**src/rtl/svm_pkg.sv**
```systemverilog
// svm_pkg: constants and types shared by the SVM stage-1 control slice.
// The sequencer FSM state encoding lives here so the top module and any
// future debug/observation logic agree on one definition.
package svm_pkg;

    localparam int XLEN_PIXEL    = 8;   // bits per pixel in the vector RAMs
    localparam int NUM_OF_PIXELS = 4;   // pixels per test / support vector
    localparam int NUM_OF_SV     = 4;   // number of support vectors (parallel slices)
    localparam int RD_LAT        = 1;   // RAM read latency in cycles
    localparam int MAC_LAT       = 2;   // slice input-to-accumulator latency
    localparam int ADDR_W        = 8;   // pixel address width

    typedef enum logic [2:0] {
        IDLE,
        LOAD,
        CLEAR,
        COMPUTE,
        DRAIN,
        CAPTURE,
        DECIDE,
        DONE
    } svm_state_e;

    // Cycles spent between the last read issue and the kernel capture.
    function automatic int drain_cycles(input int rd_lat, input int mac_lat);
        return rd_lat + mac_lat;
    endfunction

endpackage

```
**src/rtl/svm_stage1_sequencer_if.sv**
```systemverilog
// svm_stage1_sequencer_if: control/handshake bundle between the stage-1
// sequencer (master) and the RAMs, dot-product slices and decision block
// around it (slave).
interface svm_stage1_sequencer_if #(
    parameter int ADDR_W = 8
);
    logic              start;
    logic              abort;
    logic              pix_valid;
    logic              pix_ready;
    logic              ram_we;
    logic              ram_re;
    logic [ADDR_W-1:0] ram_addr;
    logic              mac_clr;
    logic              stall_MEM;
    logic              kernel_capture;
    logic              decision_funct_en;
    logic              dec_valid;
    logic              busy;
    logic              done;

    modport master (
        input  start, abort, pix_valid, dec_valid,
        output pix_ready, ram_we, ram_re, ram_addr, mac_clr, stall_MEM,
               kernel_capture, decision_funct_en, busy, done
    );

    modport slave (
        output start, abort, pix_valid, dec_valid,
        input  pix_ready, ram_we, ram_re, ram_addr, mac_clr, stall_MEM,
               kernel_capture, decision_funct_en, busy, done
    );
endinterface

```
**src/rtl/svm_seq_counter.sv**
```systemverilog
// svm_seq_counter: small up-counter with synchronous clear and load and a
// terminal-count flag. It saturates at MAX so it can never run past the
// last valid index.
module svm_seq_counter #(
    parameter int W   = 8,
    parameter int MAX = 3
) (
    input  logic         clk,
    input  logic         rst,
    input  logic         clr,
    input  logic         load,
    input  logic [W-1:0] load_val,
    input  logic         inc,
    output logic [W-1:0] count,
    output logic         tc
);

    assign tc = (count == W'(MAX));

    // Count register: clear beats load beats increment; hold at MAX.
    always_ff @(posedge clk or negedge rst) begin
        if (!rst) begin
            count <= '0;
        end else if (clr) begin
            count <= '0;
        end else if (load) begin
            count <= load_val;
        end else if (inc && !tc) begin
            count <= count + W'(1);
        end
    end

endmodule

```
**src/rtl/svm_stage1_sequencer.sv**
```systemverilog
// svm_stage1_sequencer: control FSM for the SVM first stage. It loads a test
// vector into RAM, streams every pixel address to the support-vector RAMs
// while the dot-product slices accumulate, waits out the read + MAC pipeline,
// captures the kernel results and hands over to the decision function.
// Every output is a flop; nothing combinational reaches a port.
module svm_stage1_sequencer
    import svm_pkg::*;
#(
    parameter int NUM_OF_PIXELS = svm_pkg::NUM_OF_PIXELS,
    parameter int RD_LAT        = svm_pkg::RD_LAT,
    parameter int MAC_LAT       = svm_pkg::MAC_LAT,
    parameter int ADDR_W        = svm_pkg::ADDR_W
) (
    input  logic                   clk,
    input  logic                   rst,
    svm_stage1_sequencer_if.master bus
);

    svm_state_e        state;

    logic              pix_ready_q;
    logic              ram_we_q;
    logic              ram_re_q;
    logic [ADDR_W-1:0] ram_addr_q;
    logic              mac_clr_q;
    logic              kernel_capture_q;
    logic              dec_en_q;
    logic              busy_q;
    logic              done_q;

    // stall_pipe[0] is "no read issued last cycle"; the oldest stage drives
    // stall_MEM so the slices run exactly while read data is arriving.
    logic [RD_LAT-1:0] stall_pipe;

    logic [ADDR_W-1:0] pix_count;
    logic              pix_tc;
    logic [ADDR_W-1:0] drain_count;
    logic              drain_tc;

    logic              abort_now;
    logic              pix_clr;
    logic              pix_inc;
    logic              drain_clr;
    logic              drain_inc;

    // Counter control decoded from the current state and the live inputs.
    // NOTE: every signal gets a default before the conditions so no path
    // leaves one unassigned, which would otherwise infer a latch.
    always_comb begin
        abort_now = 1'b0;
        pix_clr   = 1'b0;
        pix_inc   = 1'b0;
        drain_clr = 1'b1;
        drain_inc = 1'b0;

        abort_now = bus.abort && (state != IDLE);
        pix_clr   = abort_now || (state == IDLE) || (state == CLEAR);
        pix_inc   = !abort_now && !pix_tc &&
                    (((state == LOAD) && bus.pix_valid) || (state == COMPUTE));
        drain_clr = abort_now || (state != DRAIN);
        drain_inc = (state == DRAIN) && !drain_tc;
    end

    svm_seq_counter #(
        .W   (ADDR_W),
        .MAX (NUM_OF_PIXELS - 1)
    ) u_pix_counter (
        .clk      (clk),
        .rst      (rst),
        .clr      (pix_clr),
        .load     (1'b0),
        .load_val ('0),
        .inc      (pix_inc),
        .count    (pix_count),
        .tc       (pix_tc)
    );

    svm_seq_counter #(
        .W   (ADDR_W),
        .MAX (drain_cycles(RD_LAT, MAC_LAT) - 1)
    ) u_drain_counter (
        .clk      (clk),
        .rst      (rst),
        .clr      (drain_clr),
        .load     (1'b0),
        .load_val ('0),
        .inc      (drain_inc),
        .count    (drain_count),
        .tc       (drain_tc)
    );

    // Sequencer FSM with all port values registered alongside the state.
    // NOTE: non-blocking assignments throughout, so every flop here samples
    // the pre-edge values no matter the statement order.
    always_ff @(posedge clk or negedge rst) begin
        if (!rst) begin
            state            <= IDLE;
            pix_ready_q      <= 1'b0;
            ram_we_q         <= 1'b0;
            ram_re_q         <= 1'b0;
            ram_addr_q       <= '0;
            mac_clr_q        <= 1'b0;
            kernel_capture_q <= 1'b0;
            dec_en_q         <= 1'b0;
            busy_q           <= 1'b0;
            done_q           <= 1'b0;
            // NOTE: this delay line must come out of reset reading "stalled",
            // so unlike a RAM array it is reset like any other control flop.
            stall_pipe       <= '1;
        end else begin
            // Single-cycle strobes default low each cycle.
            ram_we_q         <= 1'b0;
            mac_clr_q        <= 1'b0;
            kernel_capture_q <= 1'b0;
            done_q           <= 1'b0;

            for (int i = RD_LAT - 1; i > 0; i--) begin
                stall_pipe[i] <= stall_pipe[i-1];
            end
            stall_pipe[0] <= ~ram_re_q;

            if (abort_now) begin
                // Abort beats every other transition and flushes the slices.
                state       <= IDLE;
                pix_ready_q <= 1'b0;
                ram_re_q    <= 1'b0;
                ram_addr_q  <= '0;
                dec_en_q    <= 1'b0;
                busy_q      <= 1'b0;
                stall_pipe  <= '1;
            end else begin
                unique case (state)
                    IDLE: begin
                        if (bus.start) begin
                            state       <= LOAD;
                            pix_ready_q <= 1'b1;
                            busy_q      <= 1'b1;
                        end
                    end
                    LOAD: begin
                        // The write lands the cycle after the pixel is taken.
                        if (bus.pix_valid) begin
                            ram_we_q   <= 1'b1;
                            ram_addr_q <= pix_count;
                            if (pix_tc) begin
                                state       <= CLEAR;
                                pix_ready_q <= 1'b0;
                                mac_clr_q   <= 1'b1;
                            end
                        end
                    end
                    CLEAR: begin
                        state      <= COMPUTE;
                        ram_re_q   <= 1'b1;
                        ram_addr_q <= '0;
                    end
                    COMPUTE: begin
                        if (pix_tc) begin
                            state    <= DRAIN;
                            ram_re_q <= 1'b0;
                        end else begin
                            ram_addr_q <= pix_count + ADDR_W'(1);
                        end
                    end
                    DRAIN: begin
                        if (drain_tc) begin
                            state            <= CAPTURE;
                            kernel_capture_q <= 1'b1;
                        end
                    end
                    CAPTURE: begin
                        state    <= DECIDE;
                        dec_en_q <= 1'b1;
                    end
                    DECIDE: begin
                        if (bus.dec_valid) begin
                            state    <= DONE;
                            dec_en_q <= 1'b0;
                            done_q   <= 1'b1;
                        end
                    end
                    DONE: begin
                        state  <= IDLE;
                        busy_q <= 1'b0;
                    end
                    default: begin
                        state <= IDLE;
                    end
                endcase
            end
        end
    end

    assign bus.pix_ready         = pix_ready_q;
    assign bus.ram_we            = ram_we_q;
    assign bus.ram_re            = ram_re_q;
    assign bus.ram_addr          = ram_addr_q;
    assign bus.mac_clr           = mac_clr_q;
    assign bus.stall_MEM         = stall_pipe[RD_LAT-1];
    assign bus.kernel_capture    = kernel_capture_q;
    assign bus.decision_funct_en = dec_en_q;
    assign bus.busy              = busy_q;
    assign bus.done              = done_q;

endmodule

```
**src/flat_wrapper.sv**
```systemverilog
// flat-port wrapper written by rule: the top's interface ports become plain ports
module svm_stage1_sequencer_flat import svm_pkg::*;
#(
    parameter int NUM_OF_PIXELS = svm_pkg::NUM_OF_PIXELS,
    parameter int RD_LAT        = svm_pkg::RD_LAT,
    parameter int MAC_LAT       = svm_pkg::MAC_LAT,
    parameter int ADDR_W        = svm_pkg::ADDR_W
)
  (clk, rst, bus_start, bus_abort, bus_pix_valid, bus_dec_valid, bus_pix_ready, bus_ram_we, bus_ram_re, bus_ram_addr, bus_mac_clr, bus_stall_MEM, bus_kernel_capture, bus_decision_funct_en, bus_busy, bus_done);
  svm_stage1_sequencer_if #(.ADDR_W(ADDR_W)) bus_i ();
  input  logic clk;
  input  logic rst;
  input wire logic [$bits(bus_i.start)-1:0] bus_start;
  input wire logic [$bits(bus_i.abort)-1:0] bus_abort;
  input wire logic [$bits(bus_i.pix_valid)-1:0] bus_pix_valid;
  input wire logic [$bits(bus_i.dec_valid)-1:0] bus_dec_valid;
  output wire logic [$bits(bus_i.pix_ready)-1:0] bus_pix_ready;
  output wire logic [$bits(bus_i.ram_we)-1:0] bus_ram_we;
  output wire logic [$bits(bus_i.ram_re)-1:0] bus_ram_re;
  output wire logic [$bits(bus_i.ram_addr)-1:0] bus_ram_addr;
  output wire logic [$bits(bus_i.mac_clr)-1:0] bus_mac_clr;
  output wire logic [$bits(bus_i.stall_MEM)-1:0] bus_stall_MEM;
  output wire logic [$bits(bus_i.kernel_capture)-1:0] bus_kernel_capture;
  output wire logic [$bits(bus_i.decision_funct_en)-1:0] bus_decision_funct_en;
  output wire logic [$bits(bus_i.busy)-1:0] bus_busy;
  output wire logic [$bits(bus_i.done)-1:0] bus_done;
  assign bus_i.start = bus_start;
  assign bus_i.abort = bus_abort;
  assign bus_i.pix_valid = bus_pix_valid;
  assign bus_i.dec_valid = bus_dec_valid;
  assign bus_pix_ready = bus_i.pix_ready;
  assign bus_ram_we = bus_i.ram_we;
  assign bus_ram_re = bus_i.ram_re;
  assign bus_ram_addr = bus_i.ram_addr;
  assign bus_mac_clr = bus_i.mac_clr;
  assign bus_stall_MEM = bus_i.stall_MEM;
  assign bus_kernel_capture = bus_i.kernel_capture;
  assign bus_decision_funct_en = bus_i.decision_funct_en;
  assign bus_busy = bus_i.busy;
  assign bus_done = bus_i.done;
  svm_stage1_sequencer #(.NUM_OF_PIXELS(NUM_OF_PIXELS), .RD_LAT(RD_LAT), .MAC_LAT(MAC_LAT), .ADDR_W(ADDR_W)) u_core (.clk(clk), .rst(rst), .bus(bus_i));
endmodule
```
**config.mk**
```make
export PLATFORM = sky130hd
export DESIGN_NAME = svm_stage1_sequencer_flat
export DESIGN_NICKNAME = d
export VERILOG_FILES = /design/src/rtl/svm_pkg.sv /design/src/rtl/svm_stage1_sequencer_if.sv /design/src/rtl/svm_seq_counter.sv /design/src/rtl/svm_stage1_sequencer.sv /design/src/flat_wrapper.sv
export SDC_FILE = /design/constraint.sdc
export NUM_CORES = 1
export LEC_CHECK = 0
export ABC_AREA = 1
export CORE_ASPECT_RATIO = 1.75
export CORE_MARGIN = 4
export CORE_UTILIZATION = 45
export CTS_BUF_LIST = sky130_fd_sc_hd__clkbuf_16
export CTS_CLUSTER_SIZE = 14
export DETAILED_ROUTE_END_ITERATION = 12
export PLACE_DENSITY = 0.66
export SYNTH_ARGS = -nofsm -noshare
export SYNTH_HDL_FRONTEND = slang
export SYNTH_SLANG_ARGS = --single-unit
```
**constraint.sdc**
```tcl
create_clock -name clk -period 1.95 [get_ports clk]
set_clock_uncertainty 0.1 [all_clocks]
set_input_delay 0.585 -clock clk [delete_from_list [all_inputs] [get_ports clk]]
set_output_delay 0.585 -clock clk [all_outputs]
set_load 0.005 [all_outputs]
```
==> run summary <==
TritonCTS built the clock tree. At the end of routability-driven placement, the weighted congestion stood at between 0.9 and 1. The power density of the placed cells came out at around 1300 nW/um2.

The gate count after technology mapping came out at 278. The die covers about 6000 um2. In the post-synthesis netlist, the biggest area contributors are sky130_fd_sc_hd__dfrtp_1, sky130_fd_sc_hd__nand2_1, sky130_fd_sc_hd__inv_1. The max capacitance violation total came out at 0. The area of the core came out at around 4700 um2. The initial antenna violation count came out at 0. Summed over all instances, the cell type with the most area after synthesis is sky130_fd_sc_hd__dfrtp_1. After synthesis, the share of flip-flops with an asynchronous set or reset is 100%. The via count of the routed design came out at 2029. The number of I/O port buffers is 22. The type of destination of the critical path is an output port. In this run the mean area of a mapped cell was 7.76 um2. The area of all placed cells without fillers is roughly 2700 um2. By count the netlist is led by sky130_fd_sc_hd__nand2_1, sky130_fd_sc_hd__dfrtp_1, sky130_fd_sc_hd__inv_1, sky130_fd_sc_hd__nor2_1, sky130_fd_sc_hd__nand3_1. In this run, synthesis inferred 0 flip-flops with an integrated enable. In this run the register-to-register setup slack is 0.18 ns. The flow ran to the end, and the final reports show no timing, DRC or antenna violations.

The number of rows in the core area came out at 33. The largest individual stage delay along the critical path comes from the cell sky130_fd_sc_hd__clkdlybuf4s50_1. sky130_fd_sc_hd__nand2_1 is the most common cell in the netlist.

Entering global routing, the biggest net connects 21 pins. The design draws 3.47 mW. The overall die height is 99.6 um. The clock share of power came out at 26.3%. At the worst endpoint, the required time is 1.26 ns. Setup repair after global routing left no endpoint under its margin. The worst min-delay path category is input port to async pin. The final critical delay including setup and external delays is 1.84 ns. The critical path arrival is 1.15 ns.

The maximum clock frequency came out at 544 MHz. The total wire length is between 5000 and 6000 um. The max-slew violation total from the final report is 0. The final number of hold-violating endpoints came out at 0. The antenna diode instance count is 0. At the end of the flow, the number of nets in the layout was 339. Measured on the finished design, the core utilization comes to 58.9%. The flip-flop and latch area is 902 um2. The portion of the clock cycle consumed by the worst path in the final layout came out at between 90% and 100%. Detailed placement ended at an HPWL of slightly above 4000 um. The buffer and inverter count on the worst path came out at 1. The detailed-router iteration count before antenna repair came out at 4. The yosys synthesis warning count came out at 0.

The buffer count from post-CTS setup fixing came out at 0. Relative to the synthesized area, the layout overhead comes to 27.4%. The sink count of the clock tree came out at 36. For this design the static power due to leakage is 1.40 nW.

The fraction of layout cells with a size suffix above 1 is 18.3%. Hold repair after CTS inserted 0 buffers. The instance area after placement is ~2600 um2. The switching power is around 1.3 mW.

The distinct cell type count after synthesis came out at 32. The root buffer cell chosen for the clock tree is sky130_fd_sc_hd__clkbuf_16. The maximum vdd ir drop came out at 0.831 mV.

In this run the number of H-tree levels came out at 2. The total internal power came out at 2.13 mW. The die outline width is 60.4 um. Buffers inserted during clock tree synthesis total 5. The number of global-route vias before repair is 2025.

The family with the most delay on the worst path is buffers and inverters. Summing all multi-input logic gate instances after layout gives 1080 um2. The signal on the critical path passes through clkdlybuf4s50_1. On the worst path, the slowest cell contributes a delay of 0.51 ns. Net switching is 38.7% of the power. The first-pass GRT wire length is 9130 um. The clock passes through at most 2 buffers.

The netlist area before placement came out at 2160 um2. Sequential cells were found to cover between 40% and 50% of the synthesized design area. Gates resized during post-CTS repair numbered 1. The portion of total power attributed to combinational logic is between 40% and 50%. The worst relative slew slack is 71.7%. The effective utilization at floorplan came out at 46.3%. The type of the setup path with the least slack is flip-flop to output port. The total routing usage reported by global routing is approximately a fifth. The filler cell count came out at roughly 430. The sequential fraction of design power is around 28%.

The worst setup path is launched from a flip-flop. Setup violations remaining at the end of the flow were counted as 0. The number of flip-flops and latches in the synthesized netlist is 36. The final worst setup slack came out at between 0.1 and 0.15 ns. In the routed design, unresolved DRC markers number 0. The total nets after synthesis is 291. After detailed routing, the average wire length per cell comes to 13.9 um. The number of top-level pins is 23. The number of routed nets with antenna violations came out at 0. In the synthesized netlist the dominant register cell turns out to be sky130_fd_sc_hd__dfrtp_1.

The overflow left after global routing came out at 0. The clock-pin transition on the worst setup and hold timing paths is about 0.060 ns. The insertion delay of the later-clocked pin in the worst-skew pair came out at 0.28 ns. Summed over all failing endpoints, the final setup total negative slack is 0 ns.

The largest fanout of any net on the critical path came out at 3. The detail-routed via count per cell is roughly 5.4. The worst-case setup slack after placement came out at -0.129 ns. The first-iteration detailed-routing DRC count is 78. The transition time of the tightest slew-check pin came out at 0.421 ns.

The area share of the largest cell type after synthesis is 40.6%.
## flip-flops by register name (all words and copies together) (netlist names)
name and cells:
u_core.bus.done 1, u_core.bus.busy 1, u_core.bus.ram_re 1, u_core.bus.pix_ready 1, u_core.bus.kernel_capture 1, u_core.bus.stall_MEM 1, u_core.bus.decision_funct_en 1, u_core.bus.ram_we 1
u_core.bus.mac_clr 1, u_core.bus.ram_addr 8, u_core.u_pix_counter.count 8, u_core.state 3, u_core.u_drain_counter.count 8
## layout make-up
cell class | instances | area share (%)
clock buffer | 5 | 4.55
clock inverter | 3 | 1.55
inverter | 36 | 5.10
multi-input combinational | 203 | 39.4
sequential | 36 | 32.8
tap | 52 | 2.37
timing repair buffer | 44 | 14.2
## layer usage
| metal | routed length (um) | up-vias | global-route usage, % | part of all wire, % |
|---|---|---|---|---|
| li1 | - | 999 | - | - |
| met1 | 1950 | 971 | 21.8 | 37 |
| met2 | 2980 | 46 | 35.9 | 57 |
| met3 | 187 | 13 | 4.03 | 3.6 |
| met4 | 141 | 0 | 9.39 | 2.7 |
| met5 | 0 | - | 0 | 0 |
## cells by family (layout without fill, tap and decap cells)
logic type	after synthesis	after routing	share of synthesized area, %
and+or+nand+nor	153	153	32.9
xor gates and xnor gates	6	6	2.43
DFF	36	36	41.8
AOI/OAI and AO/OA	37	37	10.8
adders and majority gates	7	7	4.06
buffers and inverters	39	88	8.06
## layout by cell type, fill, tap and decap left out, drive strengths merged, types with 6 or more instances in the layout
master,instances
xor2,6
inv,36
a21oi,6
o21ai,19
buf,23
nand2,90
clkdlybuf4s50,20
nor2,28
ha,7
dfrtp,35
nand3,24
## path summary, 6_finish.rpt
path,endpoint,start,cells past startpoint
max,bus_ram_re,u_core.bus.ram_re$_DFFE_PN0P_,1
min,u_core.state[0]$_DFFE_PN0P_,rst,1
max reg2reg,u_core.u_pix_counter.count[7]$_DFFE_PN0P_,u_core.state[1]$_DFFE_PN0P_,9
min reg2reg,u_core.bus.stall_MEM$_DFF_PN1_,u_core.bus.ram_re$_DFFE_PN0P_,1
max in group asynchronous,u_core.bus.stall_MEM$_DFF_PN1_,rst,2
min in group clk,u_core.bus.stall_MEM$_DFF_PN1_,u_core.bus.ram_re$_DFFE_PN0P_,1
## metrics by stage
| stage | std cells | hold slack [ns] |
|---|---|---|
| after floorplan | 278 | 0.189 |
| after global placement | 371 | 0.335 |
| after detailed placement | 371 | 0.343 |
| after CTS | 379 | 0.145 |
| after global routing | 379 | 0.158 |
| final | 379 | 0.134 |
## power groups by stage
stage               logic, mW  registers (mW)  clock network (mW)
floorplan                1.06           0.968                   0
global placement         1.58           0.977                   0
detailed placement       1.60           0.980                   0
CTS                      1.61           0.966               0.929
global route             1.78           0.982               0.966
finish                   1.59           0.968               0.911
No activity file was read; power rests on OpenSTA's default activity.
